--- config.mk ---
export PLATFORM = sky130hd
export DESIGN_NAME = expr_eval
export DESIGN_NICKNAME = d
export VERILOG_FILES = /design/src/rtl/expr_pkg.sv /design/src/rtl/expr_eval_ascii_class.sv /design/src/rtl/expr_eval.sv
export SDC_FILE = /design/constraint.sdc
export NUM_CORES = 1
export LEC_CHECK = 0
export BUFFER_PORTS_ARGS = -buffer_cell sky130_fd_sc_hd__buf_4
export CAP_MARGIN = 20
export CORE_MARGIN = 8
export CORE_UTILIZATION = 40
export CTS_CLUSTER_DIAMETER = 50
export CTS_CLUSTER_SIZE = 14
export DETAILED_ROUTE_END_ITERATION = 10
export HOLD_SLACK_MARGIN = 0.06
export MAX_ROUTING_LAYER = met4
export SETUP_SLACK_MARGIN = 0.02
export SLEW_MARGIN = 20
export SYNTH_ARGS = -nofsm -noshare
export SYNTH_HDL_FRONTEND = slang
export SYNTH_HIERARCHICAL = 1
export SYNTH_SLANG_ARGS = --single-unit
--- constraint.sdc ---
create_clock -name clk -period 5.23 [get_ports clk]
set_input_delay 0.2615 -clock clk [delete_from_list [all_inputs] [get_ports clk]]
set_output_delay 0.2615 -clock clk [all_outputs]
set_load 0.005 [all_outputs]
--- src/rtl/expr_pkg.sv ---
// Shared definitions for the expression recognizer (expr) and evaluator
// (expr_eval): parser state encoding, ASCII constants and operator encoding.
package expr_pkg;

   typedef enum logic [1:0] {
      S_START = 2'd0,
      S_NUM   = 2'd1,
      S_OP    = 2'd2,
      S_ERR   = 2'd3
   } state_t;

   typedef enum logic {
      OP_ADD = 1'b0,
      OP_MUL = 1'b1
   } op_t;

   localparam logic [7:0] CH_0    = 8'h30;
   localparam logic [7:0] CH_9    = 8'h39;
   localparam logic [7:0] CH_PLUS = 8'h2B;
   localparam logic [7:0] CH_MUL  = 8'h2A;

endpackage

--- src/rtl/expr_eval_ascii_class.sv ---
// ascii_class: combinational character classifier shared by expr and
// expr_eval. Splits an ASCII byte into digit / '+' / '*' classes and the
// digit value.
module ascii_class
   import expr_pkg::*;
(
   input  logic [7:0] in,
   output logic       is_digit,
   output logic       is_plus,
   output logic       is_mul,
   output logic [3:0] digit
);

   // Classify the character; digit value is only meaningful when is_digit.
   always_comb begin
      is_digit = (in >= CH_0) && (in <= CH_9);
      is_plus  = (in == CH_PLUS);
      is_mul   = (in == CH_MUL);
      // '0'..'9' are 0x30..0x39, so subtracting 0x30 leaves the low nibble.
      digit    = in[3:0];
   end

endmodule

--- src/rtl/expr_eval.sv ---
// expr_eval: single-digit '+'/'*' expression evaluator with precedence.
// Build option: define EXPR_EVAL_OVF_EN to enable the sticky overflow flag;
// without it ovf is constant 0 and no widened carry/product bits exist.
//
// state   | meaning
// --------+------------------------------------------------------------
// S_START | expecting the first digit (reset state)
// S_NUM   | just took a digit; prefix is a complete expression
// S_OP    | just took an operator; expecting a digit
// S_ERR   | syntax error seen; absorbing until clr
module expr_eval
   import expr_pkg::*;
#(
   parameter int WIDTH = 16
) (
   input  logic             clk,
   input  logic             clr,
   input  logic [7:0]       in,
   input  logic             in_valid,
   output logic [WIDTH-1:0] value,
   output logic             ok,
   output logic             err,
   output logic             ovf
);

   state_t           state;
   state_t           nxt_state;
   op_t              last_op;
   op_t              nxt_op;
   logic [WIDTH-1:0] sum;
   logic [WIDTH-1:0] term;
   logic [WIDTH-1:0] nxt_sum;
   logic [WIDTH-1:0] nxt_term;
   logic             load_value;
   logic             ovf_set;

   logic             is_digit;
   logic             is_plus;
   logic             is_mul;
   logic [3:0]       digit;
   logic [WIDTH-1:0] digit_w;

   logic [WIDTH-1:0] sum_add;
   logic [WIDTH-1:0] prod;
   logic [WIDTH-1:0] value_nxt;
   logic             sum_carry;
   logic             prod_carry;
   logic             value_carry;

   ascii_class u_class (
      .in       (in),
      .is_digit (is_digit),
      .is_plus  (is_plus),
      .is_mul   (is_mul),
      .digit    (digit)
   );

   assign digit_w = {{(WIDTH-4){1'b0}}, digit};

`ifdef EXPR_EVAL_OVF_EN
   logic [WIDTH:0]   sum_w;
   logic [WIDTH+3:0] prod_w;
   logic [WIDTH:0]   value_w;

   // Widened datapath so the lost carry/product bits can raise ovf.
   always_comb begin
      sum_w       = {1'b0, sum} + {1'b0, term};
      prod_w      = {4'b0000, term} * {{WIDTH{1'b0}}, digit};
      value_w     = {1'b0, nxt_sum} + {1'b0, nxt_term};
      sum_add     = sum_w[WIDTH-1:0];
      sum_carry   = sum_w[WIDTH];
      prod        = prod_w[WIDTH-1:0];
      prod_carry  = |prod_w[WIDTH+3:WIDTH];
      value_nxt   = value_w[WIDTH-1:0];
      value_carry = value_w[WIDTH];
   end
`else
   // Plain wrapping datapath; overflow is not tracked in this build.
   always_comb begin
      sum_add     = sum + term;
      prod        = term * digit_w;
      value_nxt   = nxt_sum + nxt_term;
      sum_carry   = 1'b0;
      prod_carry  = 1'b0;
      value_carry = 1'b0;
   end
`endif

   // Next-state and next-register decode for one accepted character.
   always_comb begin
      nxt_state  = state;
      nxt_sum    = sum;
      nxt_term   = term;
      nxt_op     = last_op;
      load_value = 1'b0;
      ovf_set    = 1'b0;
      case (state)
         S_START: begin
            if (is_digit) begin
               nxt_term   = digit_w;
               nxt_sum    = '0;
               nxt_state  = S_NUM;
               load_value = 1'b1;
            end else begin
               nxt_state = S_ERR;
            end
         end
         S_NUM: begin
            if (is_plus) begin
               nxt_sum   = sum_add;
               nxt_op    = OP_ADD;
               nxt_state = S_OP;
               ovf_set   = sum_carry;
            end else if (is_mul) begin
               nxt_op    = OP_MUL;
               nxt_state = S_OP;
            end else begin
               nxt_state = S_ERR;
            end
         end
         S_OP: begin
            if (is_digit) begin
               if (last_op == OP_MUL) begin
                  nxt_term = prod;
                  ovf_set  = prod_carry;
               end else begin
                  nxt_term = digit_w;
               end
               nxt_state  = S_NUM;
               load_value = 1'b1;
            end else begin
               nxt_state = S_ERR;
            end
         end
         default: nxt_state = S_ERR;
      endcase
      // The value update itself can carry out (sum + new term).
      if (load_value && value_carry) begin
         ovf_set = 1'b1;
      end
   end

   // Parser state, arithmetic registers and registered outputs.
   always_ff @(posedge clk) begin
      if (clr) begin
         state   <= S_START;
         sum     <= '0;
         term    <= '0;
         last_op <= OP_ADD;
         value   <= '0;
         ok      <= 1'b0;
         err     <= 1'b0;
         ovf     <= 1'b0;
      end else if (in_valid) begin
         state   <= nxt_state;
         sum     <= nxt_sum;
         term    <= nxt_term;
         last_op <= nxt_op;
         ok      <= (nxt_state == S_NUM);
         err     <= (nxt_state == S_ERR);
         if (load_value) begin
            value <= value_nxt;
         end
         if (ovf_set) begin
            ovf <= 1'b1;
         end
      end
   end

endmodule

* Yosys cells after proc, flatten, opt, wreduce, memory -nomap -nowiden *
Index checks and enable logic that the tools add are counted.

storage, ports and cells
  register bits after elaboration = 53
  input port bits = 11
  word-level logic and storage cells = 39

operators by class
  $add $sub $neg = 2
  $mul = 1
  order comparisons = 2
  equal/unequal tests = 6
  mux-type cells = 15
  reduce and logical (&&, ||, !) cells = 6

operators with widths
  operator                                                                              number
  16-bit 2-to-1 mux                                                                     5
  16-bit case mux with 2 select lines                                                   2
  16-bit adder                                                                          2
  8-bit by 6-bit == test with 1-bit output (second input constant)                      2
  16-bit by 4-bit multiplier with 16-bit output                                         1
  8-bit by 6-bit greater-or-equal comparator with 1-bit output (second input constant)  1
  8-bit by 6-bit <= comparator with 1-bit output (second input constant)                1
  1-bit 2-to-1 mux                                                                      6
  2-bit by 1-bit == test with 1-bit output (second input constant)                      2
  2-bit == test (second input constant)                                                 2
  2-bit case mux with 2 select lines                                                    1
  3-bit AND reduction                                                                   1
  2-bit zero test                                                                       1
  2-bit 2-to-1 mux                                                                      1
  2-bit AND reduction                                                                   1
  2-bit nonzero test                                                                    1
  2-bit OR reduction                                                                    1
  1-bit logical AND                                                                     1

* Depth between registers and ports, before layout *
Gate-level depths: netlist of the first run.

  depth in word-level cells = 5
  depth in mapped cells = 25

* Modules after synthesis *
Netlist of the first run, hierarchy kept.

modules (own cells, without submodules)
  module       instances  cells an instance  area an instance (sq um)  sequential area each (sq um)
  expr_eval    1          656                5,176.2                   1,061.0
  ascii_class  1          10                 80.1                      0.0

* Worst setup path before layout of the first run *
OpenSTA, ideal clock, no wires.

  path kind = input port to flip-flop
  from = in in[1]
  to = reg value[15]
  data arrival time = 5.006 ns
  required time = 5.143 ns
  setup slack = 0.137 ns
  stages on the path = 24
  path buffers = 2
  cells stage by stage = buf_4 > clkbuf_1 > and2_1 > fa_1 > inv_1 > fa_1 > inv_1 > ha_1 > nor2b_1 > o21ai_0 > a21boi_0 > o21a_1 > o21a_1 > nor4_1 > a21o_1 > ha_1 > a21o_1 > a21oi_1 > o221ai_1 > a21o_1 > a21o_1 > a31oi_1 > xnor3_1 > o31ai_1

on the way
  cells in the longest elaborated chain, start to end = 5
  elaborated cells on any way between the ends = 16

ends and longest elaborated chain
  what                                                                   line                                           source
  start, declared                                                        expr_eval.sv:18                                input logic [7:0] in,
  16-bit by 4-bit multiplier with 16-bit output (tied with other cells)  expr_eval.sv:81                                prod = term * digit_w;
  16-bit 2-to-1 mux / 1-bit logical AND (equally long branches)          expr_eval.sv:123, expr_eval_ascii_class.sv:16
  16-bit 2-to-1 mux (on tied branches)                                   expr_eval.sv:122, expr_eval.sv:99
  16-bit case mux with 2 select lines (*)                                expr_eval.sv:97                                case (state)
  named net nxt_term[8]                                                  expr_eval.sv:33                                logic [WIDTH-1:0] nxt_term;
  16-bit adder (*)                                                       expr_eval.sv:82                                value_nxt = nxt_sum + nxt_term;
  end signal, assigned                                                   expr_eval.sv:162                               value <= value_nxt;
  end, declared                                                          expr_eval.sv:20                                output logic [WIDTH-1:0] value,

The timed path passes the listed nets; every way through them passes the cells marked *.
A chain may end at the register's enable or synchronous reset.

* Final worst setup path of the first run *
  from = reg term[2]
  to = reg value[15]

on the way
  cells in the longest elaborated chain, start to end = 5
  elaborated cells on any way between the ends = 9

ends and longest elaborated chain
  what                                           line              source
  start, declared                                expr_eval.sv:31   logic [WIDTH-1:0] term;
  start signal, assigned                         expr_eval.sv:157  term <= nxt_term;
  16-bit by 4-bit multiplier with 16-bit output  expr_eval.sv:81
  16-bit 2-to-1 mux                              expr_eval.sv:123  if (last_op == OP_MUL) begin
  16-bit 2-to-1 mux                              expr_eval.sv:122  if (is_digit) begin
  16-bit case mux with 2 select lines            expr_eval.sv:97
  named net nxt_term[9]                          expr_eval.sv:33
  16-bit adder                                   expr_eval.sv:82

The timed path passes the listed nets, and every way through them passes these cells.

==> metrics.txt, run 1 <==
outcome finished, final reports clean; Die ar. between 15000 and 20000 sq um; largest net degree at the start of global routing 54; wirelength, routed between 10 and 15 mm; Worst Path Arrival between 5 and 6 ns; slowest CP cell fa_1; Cell Area, Synth about 5300 sq um; Finished Core Util 45.6%; Syn Inst Count between 600 and 700; critical-path cell list and2_1, fa_1, inv_1, fa_1, inv_1, ha_1, buf_4, o21ai_0, o21ai_1, a21o_1, a21oi_1, xnor2_1, a22o_1, ha_1, a21oi_2, o221ai_2, a21o_1, a21o_1, a31oi_1, xnor3_1, o31ai_1; Comb power frac under 10%; Non-Filler Instances approximately 870; hold-critical path depth 3; Yosys top cell area share ~20%; Area Overhead vs Synth 13.1%; clock share of power 42.7%; CP Class reg -> reg; Routed Antenna Nets 0; Setup crit start kind flip-flop; post-cts hold buffer count 0; FF-to-FF path depth 21; initial core utilization around 40%; fillers ~1300; most used cell along the critical path a21o_1; core box area ~13000 sq um; chip height 131 um; Fmax around 200 MHz; most numerous cell in the Yosys netlist nand2_1; period utilisation layout 94.6%; DP HPWL about 11 mm; CP Data Required Time between 5 and 6 ns; CTS Sinks 53; Layout Nets between 700 and 800; Port Buffer Count 28; Global Route Usage Sum 16.9%; Synth Area in XOR/XNOR under 10%; H-Tree Depth 2; placed inst area roughly 5700 sq um; HP Class in -> reg; root buffer cell clkbuf_16; Synthesized Nets 750; VDD IR max roughly 130 uV; Synth Register Bits 53; Seq/Total Area, Yosys between 20% and 30%; Ys Warns 6; leading area contributor after synthesis dfxtp_1; area of the multi-input gates just under 4000 sq um; GPL Wtd Cong 0.935; register area around 1100 sq um; total grt overflow 0; post-synthesis simple-gate area fraction a little over a fifth; clock buffers created by TritonCTS 5; final hold viol count 0; Net Switching 0.206 mW; slowest stage delay, CP approximately 0.49 ns; Least-Margin Pin Slew 0.845 ns; Worst slew margin a little over two fifths; Worst-path clk slew ~0.070 ns; asr flop ratio synth 0%; most frequent cells after synthesis nand2_1, nor2_1, inv_1; share of cells above drive strength 1 approximately an eighth; compound-cell area share of the yosys netlist a little under a quarter; diode count 0; Slew Limit Fails 0; RSZ-0062 raised after global routing no; Ports 30; Top FF cell, synth dfxtp_1; number of placement rows 42; Switching Share roughly 25%; synth top area cells dfxtp_1, ha_1, fa_1; worst-path fanout max 7; Setup Viol. Count Final 0; number of global-route vias before repair ~4500; sequential cell fraction of total power 50.5%; pwr dens between 100 and 150 nW/um^2; initial drt markers between 300 and 400; internal power 0.606 mW; antenna violations before repair 0; Pre-antenna DRT Iters 8; cell area after layout between 5000 and 6000 sq um; DR WL/cell 16.1 um; Die W roughly 130 um; first-pass GRT wire length 22.5 mm; Pwr Total just over 0.8 mW; total number of vias between 4000 and 5000; CTS tree built; Setup TNS Final 0 ns; Setup crit end kind flip-flop; Setup Skew around 0.008 ns; number of placed instances, taps included 860; Vias/cell about 5.4; Max clock buf depth 2; Post-synth EDFFs 0; Syn Area/Cell a little under 8 sq um; post-synthesis adder-cell area fraction roughly a fifth; largest family of logic cells by synthesized area compound AO/OA/AOI/OAI gates; max-cap check violation count 0; Lkg Pwr approximately 2.7 nW; Tmin final between 4 and 5 ns; Distinct cells, synth 62; mux cell area share after synthesis ~3.4%; clock latency at the later pin of the worst-skew pair ~0.3 ns; # DRC 0
-- worst paths after layout --
check / to / from / slack (ns)
max: value[15] / term[2] / 0.28
min: err / in_valid / 0.41
max reg2reg: value[15] / term[2] / 0.28
min reg2reg: value[13] / value[13] / 0.45
-- cell type report --
type,count,area share [%]
Multi-Input combinational cell,526,66.0
Timing Repair Buffer,50,6.31
Inverter,56,3.54
Clock inverter,3,0.421
Tap cell,176,3.70
Sequential cell,53,17.9
Clock buffer,5,2.10
-- critical path, delay by kind of cell (launching register included) --
kind / cells / cell delay (ns)
compound gates: 11 / 2.12
xor+xnor: 2 / 0.37
fa+ha+maj: 4 / 1.61
buf+inv: 3 / 0.24
flops: 1 / 0.37
simple gates: 1 / 0.15
-- logic make-up (layout without fill, tap and decap cells) --
logic type,Yosys count,in the layout
other,1,1
multiplexers,17,17
XOR/XNOR,28,28
AND/OR/NAND/NOR,234,234
AO/OA/AOI/OAI,173,173
flip-flops,53,53
adder cells (fa/ha/maj),73,73
buffers and inverters,87,114
-- registers in the layout (all words and copies together), names as in the netlist --
register / count
state: 2
sum: 16
value: 16
err: 1
term: 16
ok: 1
last_op: 1
-- power groups by stage --
stage               sequential [mW]  combinational, mW  clock, mW
finish                        0.410             0.0552      0.347
floorplan                     0.418             0.0374          0
global route                  0.411             0.0598      0.369
detailed placement            0.420             0.0545          0
global placement              0.420             0.0532          0
CTS                           0.411             0.0548      0.353
-- stage by stage --
stage	hold WS (ns)	setup slack, ns
after CTS	0.413	0.0452
after global placement	0.439	0.0964
final	0.414	0.281
after global routing	0.418	0.0427
after floorplan	0.448	0.137
after detailed placement	0.446	-0.00493
-- repair_timing --
item / in CTS / in global routing
hold endpoints to repair: 0 / 0
pin swaps: 0 / 10
resized for setup: 1 / 14
endpoints found under the setup margin: 1 / 4
setup buffers: 0 / 1
-- metal layers --
metal | vias to the layer above | share of wire [%] | track usage, %
met5 | - | 0 | -
met4 | 0 | 1.2 | 3.38
met3 | 10 | 3.9 | 2.19
met2 | 92 | 49 | 28.4
met1 | 2282 | 46 | 21.3
li1 | 2348 | - | -
-- cells in the final DEF (no fill, tap or decap), types with 4 or more instances in the layout --
cell       instances
a211oi_1          10
a21o_1            15
a21oi_1           47
a22o_1            16
a22oi_1            4
a32oi_1            4
and2_1            34
buf_4             50
clkbuf_16          5
dfxtp_1           51
fa_1              27
ha_1              44
inv_1             56
mux2i_1           15
nand2_1           83
nand3_1            5
nand3b_1           4
nor2_1            62
nor2b_1            5
nor3_1            15
o21a_1             6
o21ai_0           25
o21ai_1            4
o21bai_1           7
xnor2_1           20
xor2_1             6
No activity file was read; power rests on OpenSTA's default activity.
==> run 2: changes to the inputs <==
- ABC_AREA: default -> 1
==> run 2 against run 1 <==
Effect of this change: register-to-register slack improved by 0.30 ns; combinational power rose to 4.0 times the previous value; via count rose by 20%; critical path type unchanged.
==> metrics.txt, run 2 <==
Ys Warns 6 (unchanged); initial core utilization 40.8% (+0.42 points); Vias/cell 5.08 (-6.8%); DR WL/cell 14.3 um (-11%); synth top area cells dfxtp_1, nand2_1, inv_1; fillers 1593 (+20%); number of placement rows 44 (+4.8%); clock buffers created by TritonCTS 5 (unchanged); Least-Margin Pin Slew 0.829 ns (-0.0161 ns); Setup Skew 0.00755 ns (-0.000647 ns); diode count 0 (unchanged); period utilisation layout 88.8% (-5.8 points); post-cts hold buffer count 0 (unchanged); most numerous cell in the Yosys netlist nand2_1; sequential cell fraction of total power 42.9% (-7.6 points); Setup TNS Final 0 ns (unchanged); Lkg Pwr 3.57 nW (+31%); clock share of power 34.9% (-7.8 points); HP Class in -> reg; Worst-path clk slew 0.07 ns (about the same); largest net degree at the start of global routing 29 (-46%); CP Class reg -> reg; most used cell along the critical path nand2_1; CTS tree built; max-cap check violation count 0 (unchanged); most frequent cells in the layout nand2_1, inv_1, a21oi_1, o21ai_0, dfxtp_1; final hold viol count 0 (unchanged); Setup crit end kind flip-flop; VDD IR max 119 uV (-11%); Slew Limit Fails 0 (unchanged); slowest CP cell dfxtp_1; Synthesized Nets 1004 (+34%); Non-Filler Instances 1115 (+28%); wirelength, routed 16.0 mm (+14%); Layout Nets 1014 (+31%); Syn Area/Cell 6.39 sq um (-19%); Switching Share 30.5% (+5.1 points); Yosys top cell area share 18.1% (-2.1 points); Port Buffer Count 28 (unchanged); Setup crit start kind flip-flop; pwr dens 158 nW/um^2 (+16%); chip height 137 um (+5.0%); Hold Slack 0.361 ns (-0.0536 ns); worst-path fanout max 6 (-1); post-CTS sizing 0 (-1); largest registers sum: 16 flops, term: 16 flops, value: 16 flops; Syn Inst Count 920 (+38%); H-Tree Depth 2 (unchanged); Ports 30 (unchanged); area of the multi-input gates 3950 sq um (+0.57%); GPL Wtd Cong 0.997 (+6.7%); leading area contributor after synthesis dfxtp_1; initial drt markers 384 (+22%); total number of vias 5660 (+20%); Finished Core Util 44.1% (-1.5 points); Top FF cell, synth dfxtp_1; Synth Register Bits 53 (unchanged); first-pass GRT wire length 26.8 mm (+19%); DP HPWL 13.1 mm (+22%); internal power 0.699 mW (+15%); Area Overhead vs Synth 8.24%; outcome finished, final reports clean; Post-CTS Repair Setup Buffers 0 (unchanged); CTS Sinks 53 (unchanged); slowest stage delay, CP 0.52 ns (+0.03 ns); cell area after layout 6360 sq um (+7.0%); Die ar. 18800 sq um (+10%); register area 1060 sq um (-0.47%); Distinct cells, synth 53 (-15%); Comb power frac 22.1% (+15 points); Worst Path Arrival 4.84 ns (-0.32 ns); number of placed instances, taps included 1107 (+29%); share of cells above drive strength 1 9.45% (-3.1 points); antenna violations before repair 0 (unchanged); placed inst area 6200 sq um (+8.7%); Die W 137 um (+5.0%); Worst slew margin 44.7% (+1.5 points); CP Data Required Time 5.43 ns (about the same); Setup Viol. Count Final 0 (unchanged); Routed Antenna Nets 0 (unchanged); Global Route Usage Sum 18.2% (+1.4 points); Max clock buf depth 2 (unchanged); commonest non-fill, non-tap cell in the layout nand2_1; Pre-antenna DRT Iters 7 (-1); asr flop ratio synth 0% (unchanged); # DRC 0 (unchanged); number of global-route vias before repair 5367 (+20%); Fmax 215 MHz (+6.5%); core box area 14400 sq um (+11%); Tmin final 4.65 ns (-0.303 ns); Post-synth EDFFs 0 (unchanged); root buffer cell clkbuf_16; RSZ-0062 raised after global routing no; r2r setup slk 0.58 ns (+0.30 ns); clock latency at the later pin of the worst-skew pair 0.29 ns (about the same); Seq/Total Area, Yosys 18.1% (-2.1 points); most frequent cells after synthesis nand2_1, inv_1, a21oi_1; Net Switching 0.307 mW (+49%); total grt overflow 0 (unchanged); Cell Area, Synth 5880 sq um (+12%)
[run 2: logic make-up (layout without fill, tap and decap cells)]
family                   after synthesis  in the layout  share of synthesized area (%)
AND/OR/NAND/NOR                      362            362                           27.0
buffers and inverters                222            233                           14.8
AO/OA/AOI/OAI                        192            192                           18.5
adder cells (fa/ha/maj)               73             73                           19.0
flip-flops                            53             53                           18.1
XOR/XNOR                              17             17                           2.53
other                                  1              1                         0.0638
[run 2: routing by layer]
layer	GRT usage, %	part of all wire [%]	vias to the layer above
met3	2.26	4.0	19
met2	29.6	46	113
li1	-	-	2929
met5	-	0	-
met1	24.0	49	2599
met4	3.56	1.6	0
[run 2: worst paths after layout]
check,start,end,cells past startpoint
worst max-delay path,term[5],value[14],26
worst max register to register,term[5],value[14],26
worst min-delay path,clr,term[0],2
worst min register to register,value[6],value[6],2
[run 2: area by class of cell]
class,instances,area share [%]
clock buffers,7,2.40
clock inverters,1,0.0787
inverters,193,11.4
multi-input cells,645,62.0
flip-flops and latches,53,16.7
well taps,184,3.62
repair buffers,32,3.78
[run 2: through the flow]
stage               power, mW  setup slack, ns
floorplan               0.604            0.752
global placement        0.661            0.597
detailed placement      0.661            0.587
CTS                      1.01            0.582
global route             1.06            0.218
finish                   1.01            0.585
[run 2: power groups by stage]
stage,sequential [mW],combinational (mW),clock (mW)
final,0.432,0.222,0.352
after global routing,0.434,0.255,0.376
after CTS,0.432,0.222,0.360
after detailed placement,0.441,0.220,0
after global placement,0.441,0.220,0
after floorplan,0.438,0.166,0
[run 2: critical path: cells and delay by family, from the launching register on]
family / cells / cell delay (ns)
adders and majority gates: 4 / 1.69
DFF: 1 / 0.52
AOI/OAI and AO/OA: 5 / 0.61
and+or+nand+nor: 15 / 1.65
buffers and inverters: 2 / 0.08
